$ cat src/rtl/mul_req_arbiter_if.sv
// Handshake bundle between the UART/SPI framers, the shared multiplier and the arbiter.
// The arbiter connects through the slave modport; the surrounding logic uses master.
interface mul_req_arbiter_if #(
    parameter int unsigned W = 8
);
    logic           uart_req_valid;
    logic [W-1:0]   uart_req_a;
    logic [W-1:0]   uart_req_b;
    logic           uart_req_ready;

    logic           spi_req_valid;
    logic [W-1:0]   spi_req_a;
    logic [W-1:0]   spi_req_b;
    logic           spi_req_ready;

    logic           mul_start;
    logic [W-1:0]   mul_a;
    logic [W-1:0]   mul_b;
    logic           mul_done;
    logic [2*W-1:0] mul_result;

    logic           uart_rsp_valid;
    logic [2*W-1:0] uart_rsp_data;
    logic           uart_rsp_err;
    logic           uart_rsp_ready;

    logic           spi_rsp_valid;
    logic [2*W-1:0] spi_rsp_data;
    logic           spi_rsp_err;
    logic           spi_rsp_ready;

    logic           busy;
    logic           grant_spi;

    modport slave (
        input  uart_req_valid, uart_req_a, uart_req_b,
        output uart_req_ready,
        input  spi_req_valid, spi_req_a, spi_req_b,
        output spi_req_ready,
        output mul_start, mul_a, mul_b,
        input  mul_done, mul_result,
        output uart_rsp_valid, uart_rsp_data, uart_rsp_err,
        input  uart_rsp_ready,
        output spi_rsp_valid, spi_rsp_data, spi_rsp_err,
        input  spi_rsp_ready,
        output busy, grant_spi
    );

    modport master (
        output uart_req_valid, uart_req_a, uart_req_b,
        input  uart_req_ready,
        output spi_req_valid, spi_req_a, spi_req_b,
        input  spi_req_ready,
        input  mul_start, mul_a, mul_b,
        output mul_done, mul_result,
        input  uart_rsp_valid, uart_rsp_data, uart_rsp_err,
        output uart_rsp_ready,
        input  spi_rsp_valid, spi_rsp_data, spi_rsp_err,
        output spi_rsp_ready,
        input  busy, grant_spi
    );
endinterface

$ cat src/rtl/mul_req_arbiter.sv
// Round-robin arbiter sharing one multi-cycle multiplier between UART and SPI requesters,
// with a WAIT timeout that turns a missing mul_done into an error response.
module mul_req_arbiter #(
    parameter int unsigned W       = 8,
    parameter int unsigned TIMEOUT = 64
) (
    input  logic            clk,
    input  logic            reset,
    mul_req_arbiter_if.slave bus
);
    localparam int unsigned   TW   = $clog2(TIMEOUT);
    localparam logic [TW-1:0] LAST = TW'(TIMEOUT - 1);

    typedef enum logic [1:0] {
        ST_IDLE,
        ST_ISSUE,
        ST_WAIT,
        ST_RESPOND
    } state_t;

    state_t         state;
    state_t         state_nxt;

    logic           last_spi;
    logic           grant_q;
    logic [TW-1:0]  timer;
    logic [W-1:0]   a_q;
    logic [W-1:0]   b_q;
    logic [2*W-1:0] uart_data_q;
    logic [2*W-1:0] spi_data_q;
    logic           uart_err_q;
    logic           spi_err_q;

    logic           pick_spi;
    logic           accept;
    logic           load_rsp;
    logic           rsp_ok;
    logic           finish;

    // SPI wins when it is alone, or on a tie when UART was served last.
    assign pick_spi = bus.spi_req_valid && (!bus.uart_req_valid || !last_spi);

    always_ff @(posedge clk or negedge reset) begin
        if (!reset) begin
            state <= ST_IDLE;
        end else begin
            state <= state_nxt;
        end
    end

    always_comb begin
        state_nxt = state;
        accept    = 1'b0;
        load_rsp  = 1'b0;
        rsp_ok    = 1'b0;
        finish    = 1'b0;
        case (state)
            ST_IDLE: begin
                // Gated by reset so no ready escapes while reset is held.
                if (reset && (bus.uart_req_valid || bus.spi_req_valid)) begin
                    accept    = 1'b1;
                    state_nxt = ST_ISSUE;
                end
            end
            ST_ISSUE: begin
                state_nxt = ST_WAIT;
            end
            ST_WAIT: begin
                if (bus.mul_done) begin
                    load_rsp  = 1'b1;
                    rsp_ok    = 1'b1;
                    state_nxt = ST_RESPOND;
                end else if (timer == LAST) begin
                    load_rsp  = 1'b1;
                    state_nxt = ST_RESPOND;
                end
            end
            ST_RESPOND: begin
                if (grant_q ? bus.spi_rsp_ready : bus.uart_rsp_ready) begin
                    finish    = 1'b1;
                    state_nxt = ST_IDLE;
                end
            end
            default: begin
                state_nxt = ST_IDLE;
            end
        endcase
    end

    always_ff @(posedge clk or negedge reset) begin
        if (!reset) begin
            last_spi    <= 1'b1;
            grant_q     <= 1'b0;
            timer       <= '0;
            a_q         <= '0;
            b_q         <= '0;
            uart_data_q <= '0;
            spi_data_q  <= '0;
            uart_err_q  <= 1'b0;
            spi_err_q   <= 1'b0;
        end else begin
            if (accept) begin
                grant_q <= pick_spi;
                a_q     <= pick_spi ? bus.spi_req_a : bus.uart_req_a;
                b_q     <= pick_spi ? bus.spi_req_b : bus.uart_req_b;
            end

            if (state == ST_ISSUE) begin
                timer <= '0;
            end else if (state == ST_WAIT) begin
                timer <= timer + TW'(1);
            end

            // Done in the expiry cycle still counts as success.
            if (load_rsp) begin
                if (grant_q) begin
                    spi_data_q <= rsp_ok ? bus.mul_result : '0;
                    spi_err_q  <= !rsp_ok;
                end else begin
                    uart_data_q <= rsp_ok ? bus.mul_result : '0;
                    uart_err_q  <= !rsp_ok;
                end
            end

            if (finish) begin
                last_spi <= grant_q;
            end
        end
    end

    assign bus.uart_req_ready = accept && !pick_spi;
    assign bus.spi_req_ready  = accept && pick_spi;

    assign bus.mul_start = (state == ST_ISSUE);
    assign bus.mul_a     = a_q;
    assign bus.mul_b     = b_q;

    assign bus.uart_rsp_valid = (state == ST_RESPOND) && !grant_q;
    assign bus.uart_rsp_data  = uart_data_q;
    assign bus.uart_rsp_err   = uart_err_q;
    assign bus.spi_rsp_valid  = (state == ST_RESPOND) && grant_q;
    assign bus.spi_rsp_data   = spi_data_q;
    assign bus.spi_rsp_err    = spi_err_q;

    assign bus.busy      = (state != ST_IDLE);
    assign bus.grant_spi = grant_q;
endmodule
$ cat src/flat_wrapper.sv
// flat-port wrapper written by rule: the top's interface ports become plain ports
module mul_req_arbiter_flat 
#(
    parameter int unsigned W       = 8,
    parameter int unsigned TIMEOUT = 64
)
  (clk, reset, bus_uart_req_valid, bus_uart_req_a, bus_uart_req_b, bus_uart_req_ready, bus_spi_req_valid, bus_spi_req_a, bus_spi_req_b, bus_spi_req_ready, bus_mul_start, bus_mul_a, bus_mul_b, bus_mul_done, bus_mul_result, bus_uart_rsp_valid, bus_uart_rsp_data, bus_uart_rsp_err, bus_uart_rsp_ready, bus_spi_rsp_valid, bus_spi_rsp_data, bus_spi_rsp_err, bus_spi_rsp_ready, bus_busy, bus_grant_spi);
  mul_req_arbiter_if #(.W(W)) bus_i ();
  input  logic clk;
  input  logic reset;
  input wire logic [$bits(bus_i.uart_req_valid)-1:0] bus_uart_req_valid;
  input wire logic [$bits(bus_i.uart_req_a)-1:0] bus_uart_req_a;
  input wire logic [$bits(bus_i.uart_req_b)-1:0] bus_uart_req_b;
  output wire logic [$bits(bus_i.uart_req_ready)-1:0] bus_uart_req_ready;
  input wire logic [$bits(bus_i.spi_req_valid)-1:0] bus_spi_req_valid;
  input wire logic [$bits(bus_i.spi_req_a)-1:0] bus_spi_req_a;
  input wire logic [$bits(bus_i.spi_req_b)-1:0] bus_spi_req_b;
  output wire logic [$bits(bus_i.spi_req_ready)-1:0] bus_spi_req_ready;
  output wire logic [$bits(bus_i.mul_start)-1:0] bus_mul_start;
  output wire logic [$bits(bus_i.mul_a)-1:0] bus_mul_a;
  output wire logic [$bits(bus_i.mul_b)-1:0] bus_mul_b;
  input wire logic [$bits(bus_i.mul_done)-1:0] bus_mul_done;
  input wire logic [$bits(bus_i.mul_result)-1:0] bus_mul_result;
  output wire logic [$bits(bus_i.uart_rsp_valid)-1:0] bus_uart_rsp_valid;
  output wire logic [$bits(bus_i.uart_rsp_data)-1:0] bus_uart_rsp_data;
  output wire logic [$bits(bus_i.uart_rsp_err)-1:0] bus_uart_rsp_err;
  input wire logic [$bits(bus_i.uart_rsp_ready)-1:0] bus_uart_rsp_ready;
  output wire logic [$bits(bus_i.spi_rsp_valid)-1:0] bus_spi_rsp_valid;
  output wire logic [$bits(bus_i.spi_rsp_data)-1:0] bus_spi_rsp_data;
  output wire logic [$bits(bus_i.spi_rsp_err)-1:0] bus_spi_rsp_err;
  input wire logic [$bits(bus_i.spi_rsp_ready)-1:0] bus_spi_rsp_ready;
  output wire logic [$bits(bus_i.busy)-1:0] bus_busy;
  output wire logic [$bits(bus_i.grant_spi)-1:0] bus_grant_spi;
  assign bus_i.uart_req_valid = bus_uart_req_valid;
  assign bus_i.uart_req_a = bus_uart_req_a;
  assign bus_i.uart_req_b = bus_uart_req_b;
  assign bus_uart_req_ready = bus_i.uart_req_ready;
  assign bus_i.spi_req_valid = bus_spi_req_valid;
  assign bus_i.spi_req_a = bus_spi_req_a;
  assign bus_i.spi_req_b = bus_spi_req_b;
  assign bus_spi_req_ready = bus_i.spi_req_ready;
  assign bus_mul_start = bus_i.mul_start;
  assign bus_mul_a = bus_i.mul_a;
  assign bus_mul_b = bus_i.mul_b;
  assign bus_i.mul_done = bus_mul_done;
  assign bus_i.mul_result = bus_mul_result;
  assign bus_uart_rsp_valid = bus_i.uart_rsp_valid;
  assign bus_uart_rsp_data = bus_i.uart_rsp_data;
  assign bus_uart_rsp_err = bus_i.uart_rsp_err;
  assign bus_i.uart_rsp_ready = bus_uart_rsp_ready;
  assign bus_spi_rsp_valid = bus_i.spi_rsp_valid;
  assign bus_spi_rsp_data = bus_i.spi_rsp_data;
  assign bus_spi_rsp_err = bus_i.spi_rsp_err;
  assign bus_i.spi_rsp_ready = bus_spi_rsp_ready;
  assign bus_busy = bus_i.busy;
  assign bus_grant_spi = bus_i.grant_spi;
  mul_req_arbiter #(.W(W), .TIMEOUT(TIMEOUT)) u_core (.clk(clk), .reset(reset), .bus(bus_i));
endmodule
$ cat config.mk
export PLATFORM = sky130hd
export DESIGN_NAME = mul_req_arbiter_flat
export DESIGN_NICKNAME = d
export VERILOG_FILES = /design/src/rtl/mul_req_arbiter_if.sv /design/src/rtl/mul_req_arbiter.sv /design/src/flat_wrapper.sv
export SDC_FILE = /design/constraint.sdc
export NUM_CORES = 1
export LEC_CHECK = 0
export ABC_AREA = 1
export ABC_CLOCK_PERIOD_IN_PS = 2500
export CAP_MARGIN = 20
export CORE_ASPECT_RATIO = 1.4
export CORE_MARGIN = 5
export CORE_UTILIZATION = 48
export DETAILED_ROUTE_END_ITERATION = 8
export GPL_TIMING_DRIVEN = 0
export PLACE_DENSITY_LB_ADDON = 0.3
export SLEW_MARGIN = 40
export SYNTH_ARGS = -nofsm -noshare
export SYNTH_HDL_FRONTEND = slang
export SYNTH_SLANG_ARGS = --single-unit
$ cat constraint.sdc
create_clock -name clk -period 2.5 [get_ports clk]
set_input_delay 0.25 -clock clk [delete_from_list [all_inputs] [get_ports clk]]
set_output_delay 0.25 -clock clk [all_outputs]
set_load 0.005 [all_outputs]
== Word-level counts from Yosys, hierarchy flattened ==
Cells that the tools add are included.

* Mux-type cells: 20
* Add/sub/neg operators: 1
* Reductions and logical operators: 19
* Bitwise gates (word level): 1
* Eq/ne operators: 7

{| class="wikitable"
|+ Operators by type and width
! kind !! number
|-
| 2-to-1 mux 16 bit || 1
|-
| 2-to-1 mux 8 bit || 2
|-
| 2-to-1 mux 6 bit || 2
|-
| 2-to-1 mux 1 bit || 10
|-
| 2-to-1 mux 2 bit || 4
|-
| one-hot mux 2 bit (4 select lines) || 1
|-
| adder 6 x 1 -> 6 bit, second input constant || 1
|-
| == test 6 bit, second input constant || 1
|-
| logical AND 1 bit || 6
|-
| zero test 1 bit || 5
|-
| == test 2 bit, second input constant || 2
|-
| != test 2 x 1 -> 1 bit, second input constant || 2
|-
| AND reduction 2 bit || 2
|-
| nonzero test 2 bit || 2
|-
| != test 3 x 2 -> 1 bit, second input constant || 1
|-
| AND reduction 3 bit || 1
|-
| == test 2 x 1 -> 1 bit, second input constant || 1
|-
| zero test 2 bit || 1
|-
| logical OR 1 bit || 2
|-
| inverter 1 bit || 1
|}

* Output and inout bits: 57
* Flip-flop bits (word level): 60

== Longest topological paths before layout ==
Gate-level depths: netlist of run 1.

* Depth in word-level cells: 5
* Mapped depth: 8

== Worst setup path after synthesis of run 1 ==
Ideal clock, no wire load.

* Path kind: reg-to-output
* From: register u_core.state[0]
* To: output bus_spi_req_ready
* Arrival time: 1.310 ns
* Path slack: 0.940 ns
* Path buffers: 2
* Stages on the path, launching flop included: 8
* Required time: 2.250 ns
* Cells stage by stage: dfrtp_1 inv_1 ha_1 inv_1 or2_1 buf_6 buf_8 nor2_1

* Longest elaborated chain between the ends: 3

{| class="wikitable"
|+ RTL lines
! item !! line !! text
|-
| start, declared || mul_req_arbiter.sv:21 || <nowiki>state_t state;</nowiki>
|-
| start signal, assigned || mul_req_arbiter.sv:47 || <nowiki>state <= state_nxt;</nowiki>
|-
| zero test 2 bit || mul_req_arbiter.sv:57 || <nowiki>case (state)</nowiki>
|-
| 2-to-1 mux 1 bit || mul_req_arbiter.sv:57 ||
|-
| logical AND 1 bit || mul_req_arbiter.sv:132 || <nowiki>assign bus.spi_req_ready = accept && pick_spi;</nowiki>
|-
| end, declared || flat_wrapper.sv:18 || <nowiki>output wire logic [$bits(bus_i.spi_req_ready)-1:0] bus_spi_req_ready;</nowiki>
|}

Every way passes these cells.

== Final worst setup path of run 1 ==
* From: register u_core.last_spi
* To: output bus_uart_req_ready

* Longest elaborated chain between the ends: 5

{| class="wikitable"
|+ RTL lines
! item !! line !! text
|-
| start, declared || mul_req_arbiter.sv:24 || <nowiki>logic last_spi;</nowiki>
|-
| start signal, assigned || mul_req_arbiter.sv:126 || <nowiki>last_spi <= grant_q;</nowiki>
|-
| zero test 1 bit || mul_req_arbiter.sv:41 || <nowiki>assign pick_spi = bus.spi_req_valid && (!bus.uart_req_valid || !last_spi);</nowiki>
|-
| logical OR 1 bit || mul_req_arbiter.sv:41 ||
|-
| logical AND 1 bit || mul_req_arbiter.sv:41 ||
|-
| zero test 1 bit || mul_req_arbiter.sv:131 || <nowiki>assign bus.uart_req_ready = accept && !pick_spi;</nowiki>
|-
| logical AND 1 bit || mul_req_arbiter.sv:131 ||
|-
| end, declared || flat_wrapper.sv:14 || <nowiki>output wire logic [$bits(bus_i.uart_req_ready)-1:0] bus_uart_req_ready;</nowiki>
|}

Every way passes these cells.

==> key figures, run 1 <==
Cells and area
  – # diodes: 0
  – Layout cells sized above 1: 13.3%
  – Most frequent cells in the layout: nand2_1 (131), clkdlybuf4s50_1 (107), dfrtp_1 (59)
  – Most common cell after layout, fill and taps aside: nand2_1
  – Non-Filler Instances: 553
  – Fin area: 0.00445 mm²
  – Nets: 538
  – Layout area overhead: 47.7%
  – Fin util: 72.1%

STA
  – RSZ-0062 raised after global routing: false
  – Worst setup margin: 0.218 ns
  – Period utilization: 91.3%
  – Worst-margin pin slew: 0.500 ns
  – Max Fclk: 438 MHz
  – Final Critical Period: 2.28 ns
  – Final Max Tran Viols: 0
  – Setup violators final: 0
  – Fin. Hold Viols: 0
  – Layout Skew: 0.00889 ns
  – Worst slew margin: 66.7%

Critical path
  – Worst R2R Path Depth: 6
  – CP endpoint kind: primary output
  – Crit-path leading delay family: buffers and inverters
  – Slowest stage delay, CP: 0.58 ns
  – Nature of the critical path startpoint: flip-flop
  – Critical path, cell by cell: nand2_2, nand2_2, nor3b_2, clkdlybuf4s50_1
  – R2R setup slack: 0.79 ns
  – Buf/Inv on CP: 1
  – Reg2reg start: u_core.state[0]$_DFFE_PN0P_
  – Most used cell, CP: nand2_2
  – CP Class: flip-flop to primary output
  – CP arrival: 2.03 ns
  – Critical Path RT: 2.25 ns
  – R2R Path End: u_core.bus.uart_rsp_data[7]$_DFFE_PN0P_
  – Crit-path slowest cell: clkdlybuf4s50_1
  – Largest fanout on the critical path: 9

Yosys
  – Top cell type's share of synthesized area: 49.1%
  – Syn Nets: 413
  – Mux cell area share after synthesis: 0%
  – Synth Area in Adders: 2.49%
  – Syn avg cell area: 8.55 µm²
  – Xor/xnor cell area share of the yosys netlist: 0%
  – Synth Warn #: 0
  – Largest cells by area after synthesis: dfrtp_1 (49%), nand2_1 (16%), nand4_1 (7.5%)
  – Post-synthesis compound-gate area fraction: 7.94%
  – Seq/Total Area, Yosys: 49.9%
  – Post-Synthesis Cells: 352
  – Synth Cell Area: 0.00301 mm²
  – Largest family of logic cells by synthesized area: simple AND/OR/NAND/NOR gates
  – Synth unique cells: 26
  – Yosys reg bits: 60
  – Leading area contributor after synthesis: dfrtp_1
  – Simple-gate share of the synthesized area: 30.8%

Hold path
  – Hold_sp: bus_spi_req_valid
  – Worst hold stages: 5
  – Worst hold endpoint: u_core.bus.mul_a[2]$_DFFE_PN0P_
  – HP Class: input port to flip-flop

Detailed routing
  – WL final: 7880 µm
  – DR DRC count: 0
  – Post-route ant nets: 0
  – Initial DRC count: 155
  – WL per Instance: 14.2 µm
  – Via count: 2883
  – Drt pass-1 iters: 4
  – Vias per cell: 5.21

Floorplan
  – Initial Util: 48.8%
  – Core Area: 0.00617 mm²
  – Die extent in y: 104 µm
  – Die W: 76.9 µm
  – # rows: 34
  – Die area: 0.00797 mm²
  – I/O Pins: 112

CTS
  – CTS tree: built
  – Reg clk slew, reported paths: 0.07 ns
  – Clk Tree Root Cell: clkbuf_8
  – Worst-Skew Late Latency: 0.33 ns
  – Clk sinks: 60
  – Clock Path Buffers: 2
  – CTS Buf Count: 9
  – Htree depth: 3

GRT
  – Grt peak-use layer: met2
  – GRT met2 Usage: 34.5%
  – Initial antenna violation count: 0
  – Met1 GRT Util: 21.9%
  – Tot GR Track Use: 20.6%
  – Largest net degree at the start of global routing: 38
  – Grt total ovfl: 0
  – Vias in the first global route: 2836
  – First-pass GRT wire length: 13200 µm
  – Met3 Track Usage GR: 7.81%

Place
  – Number of port buffers: 109
  – Placed cell count: 534
  – Pre-CTS WS: 0.241 ns
  – RePlAce Congestion: 0.865
  – Placed cell area: 0.00421 mm²
  – Hpwl dp: 6190 µm

Outcome
  – Status: complete, no violations

Pwr
  – Lkg Pwr: 2.20 nW
  – Maximum vdd drop: 0.473 mV
  – PwrDens: 1070 mW/mm²

Flow run
  – Maxcap violations: 0
==> layer usage <==
layer | routed length [µm] | share of wire (%)
met5 | 0 | 0
met4 | 204 | 2.6
met3 | 764 | 9.7
met2 | 3980 | 51
met1 | 2930 | 37
==> timing repair <==
action                                  CTS  global route
pin swaps                                 0             0
setup buffers                             1             1
gates resized for setup                   1             2
endpoints found under the setup margin    1             2
hold buffers                              2             0
endpoints found under the hold margin    23             0
==> how the worst max path moves through the flow <==
stage                           startpoint                  to  slack, ns  cells after the start
2_1_floorplan  u_core.state[0]$_DFFE_PN0P_   bus_spi_req_ready       0.94                      7
3_3_place_gp                         reset   bus_spi_req_ready      -1.81                      7
3_5_place_dp            bus_uart_req_valid  bus_uart_req_ready       0.24                      5
4_1_cts        u_core.state[0]$_DFFE_PN0P_   bus_spi_req_ready      0.001                      8
5_1_grt        u_core.last_spi$_DFFE_PN1P_  bus_uart_req_ready       0.08                      4
6_report       u_core.last_spi$_DFFE_PN1P_  bus_uart_req_ready       0.22                      4
==> synthesized netlist by cell type <==
master,count
o21ai_0,5
o21bai_4,1
inv_1,29
nand3_4,2
buf_8,1
buf_2,8
a21oi_2,1
ha_1,6
nand2_1,131
dfrtp_1,59
nand3_1,20
or2_1,1
dfstp_2,1
nand2_2,2
nand4_1,36
buf_6,6
or2_2,1
o21ai_2,17
o21bai_1,1
nand3_2,1
clkbuf_1,7
nor3_1,2
a21oi_1,6
buf_4,1
nor2_1,6
nor3b_1,1
==> stage by stage <==
stage	total power, W	TNS (ns)	hold WS (ns)
floorplan	0.00272	0	-0.0456
finish	0.00477	0	0.302
detailed placement	0.00390	0	0.175
global route	0.00515	0	0.316
CTS	0.00480	0	0.286
global placement	0.00381	-65.43	0.453
==> sequential cells by signal, summed over array words and instances, names as in the netlist <==
register and count:
u_core.bus.spi_rsp_data 16, u_core.bus.uart_rsp_data 16, u_core.bus.mul_a 8, u_core.bus.mul_b 8, u_core.timer 6, u_core.state 2, u_core.bus.grant_spi 1, u_core.bus.spi_rsp_err 1
u_core.bus.uart_rsp_err 1, u_core.last_spi 1
==> final cells by class <==
class / count / area (µm²)
Clock buffer: 11 / 151
Tap cell: 72 / 90.1
Multi-Input combinational cell: 240 / 1250
Buffer: 23 / 156
Clock inverter: 4 / 48.8
Fill cell: 462 / 1720
Inverter: 29 / 109
Sequential cell: 60 / 1500
Timing Repair Buffer: 114 / 1140
==> power by group <==
part           internal [W]  switching [W]  leakage, nW
clock              0.000507       0.000361        0.105
sequential          0.00140       0.000263        0.756
combinational       0.00118        0.00105         1.34
==> kinds of logic (layout without fill, tap and decap cells) <==
family / Yosys count / after routing
buffers and inverters: 52 / 181
flip-flops: 60 / 60
AND/OR/NAND/NOR: 203 / 203
AO/OA/AOI/OAI: 31 / 31
adder cells (fa/ha/maj): 6 / 6
==> tightest hold or removal path, stage by stage <==
cell     delay, ns
buf_6         0.12
nand3_1       0.07
nand2_1       0.05
inv_1         0.06
o21ai_2       0.05
No activity file was read; power rests on OpenSTA's default activity.
==> run 2: changes to the inputs <==
Settings changed: ABC_CLOCK_PERIOD_IN_PS 2500 to 2950, CORE_MARGIN 5 to 10.
Clock period 2.5 ns to 2.95 ns, I/O delays scaled along.
==> key figures, run 2 (synthesis gave the netlist of run 1 again) <==
Outcome
  – Status: complete, no violations

Place
  – Placed cell area: 0.00421 mm²
  – Hpwl dp: 6540 µm
  – Number of port buffers: 109
  – RePlAce Congestion: 0.850

GRT
  – Initial antenna violation count: 0
  – Largest net degree at the start of global routing: 45
  – First-pass GRT wire length: 13800 µm
  – Vias in the first global route: 2826
  – Tot GR Track Use: 17.2%
  – Grt total ovfl: 0

Cells and area
  – Layout cells sized above 1: 12.7%
  – Nets: 536
  – Most frequent cells in the layout: nand2_1 (131), clkdlybuf4s50_1 (108), dfrtp_1 (59)
  – Layout area overhead: 47.5%
  – Fin util: 71.9%
  – Most common cell after layout, fill and taps aside: nand2_1
  – # diodes: 0
  – Fin area: 0.00444 mm²

CTS
  – PostCTS Resize Cnt: 0
  – Clk sinks: 60
  – Hold Buf Count CTS: 2
  – Post-CTS Setup Bufs: 0
  – Htree depth: 3
  – CTS Buf Count: 9
  – Reg clk slew, reported paths: 0.07 ns
  – Clk Tree Root Cell: clkbuf_8
  – Clock Path Buffers: 2
  – Worst-Skew Late Latency: 0.33 ns
  – CTS tree: built

Critical path
  – Crit-path leading delay family: buffers and inverters
  – Critical Path RT: 2.65 ns
  – Slowest stage delay, CP: 0.53 ns
  – Nature of the critical path startpoint: input port
  – Buf/Inv on CP: 6
  – R2R setup slack: 1.24 ns
  – CP Class: input port to primary output
  – Crit-path slowest cell: dlygate4sd3_1
  – R2R Path End: u_core.bus.uart_rsp_data[4]$_DFFE_PN0P_
  – Worst R2R Path Depth: 6
  – Largest fanout on the critical path: 44
  – Critical path depth: 9
  – Reg2reg start: u_core.state[0]$_DFFE_PN0P_
  – CP arrival: 2.42 ns
  – CP endpoint kind: primary output
  – Critical path, cell by cell: dlygate4sd3_1, buf_4, buf_12, o21ai_2, or2_1, buf_6, buf_8, nor2_1, clkdlybuf4s50_1

Detailed routing
  – Drt pass-1 iters: 5
  – Vias per cell: 5.13
  – Post-route ant nets: 0
  – DR DRC count: 0
  – WL per Instance: 15.1 µm
  – WL final: 8330 µm
  – Initial DRC count: 150
  – Via count: 2832

Floorplan
  – Die extent in y: 114 µm
  – Core Area: 0.00617 mm²
  – # rows: 34
  – I/O Pins: 112
  – Initial Util: 48.8%
  – Die area: 0.00988 mm²
  – Die W: 86.9 µm

Pwr
  – PwrDens: 920 mW/mm²
  – Maximum vdd drop: 0.445 mV
  – Lkg Pwr: 2.17 nW

Hold path
  – Worst hold stages: 3
  – Worst hold endpoint: u_core.bus.uart_rsp_data[15]$_DFFE_PN0P_
  – Hold_sp: bus_mul_done
  – HP Class: input port to flip-flop

STA
  – Max Fclk: 368 MHz
  – Layout Skew: 0.0102 ns
  – Period utilization: 92.0%
  – Final TNS setup: 0 ns
  – Fin. Hold Viols: 0
  – Worst-margin pin slew: 0.449 ns
  – Final Critical Period: 2.71 ns
  – RSZ-0062 raised after global routing: false
  – Final Max Tran Viols: 0
  – Setup violators final: 0
  – Worst slew margin: 70.0%

Flow run
  – Maxcap violations: 0
[run 2: routing by layer]
layer	track usage [%]	wire length, µm
met1	18.3	3080
met3	9.06	1030
met5	0	0
met2	28.4	4120
met4	5.74	106
[run 2: worst max-delay path by stage]
stage                                      from                end
floorplan           u_core.state[0]$_DFFE_PN0P_  bus_spi_req_ready
finish                                    reset  bus_spi_req_ready
global route                              reset  bus_spi_req_ready
CTS                                       reset  bus_spi_req_ready
detailed placement                        reset  bus_spi_req_ready
global placement                          reset  bus_spi_req_ready
[run 2: report_power, final]
part	total (W)	switching [W]	internal, W
sequential	0.00140	0.000217	0.00118
combinational	0.00188	0.000895	0.000987
clock	0.000803	0.000331	0.000472
[run 2: final cells by class]
type / instances / area, µm²
sequential: 60 / 1500
multi-input combinational: 240 / 1240
clock inverter: 7 / 91.3
inverter: 29 / 109
buffer: 23 / 156
timing repair buffer: 112 / 1120
fill: 481 / 1730
tap: 72 / 90.1
clock buffer: 9 / 124
[run 2: worst register-to-register path, stage by stage (launching register included)]
cell      delay (ns)
dfrtp_1         0.41
inv_1           0.12
ha_1            0.17
buf_2           0.25
clkbuf_1        0.40
nand4_1         0.19
nand2_1         0.10
[run 2: stage by stage]
stage	total power (W)	cells	hold slack [ns]	setup WS (ns)
4_1_cts	0.00414	552	0.337	0.203
2_1_floorplan	0.00231	352	-0.000591	1.34
5_1_grt	0.00443	552	0.346	0.0878
3_3_place_gp	0.00326	533	0.453	-1.51
6_report	0.00408	552	0.345	0.235
3_5_place_dp	0.00332	534	0.186	0.564
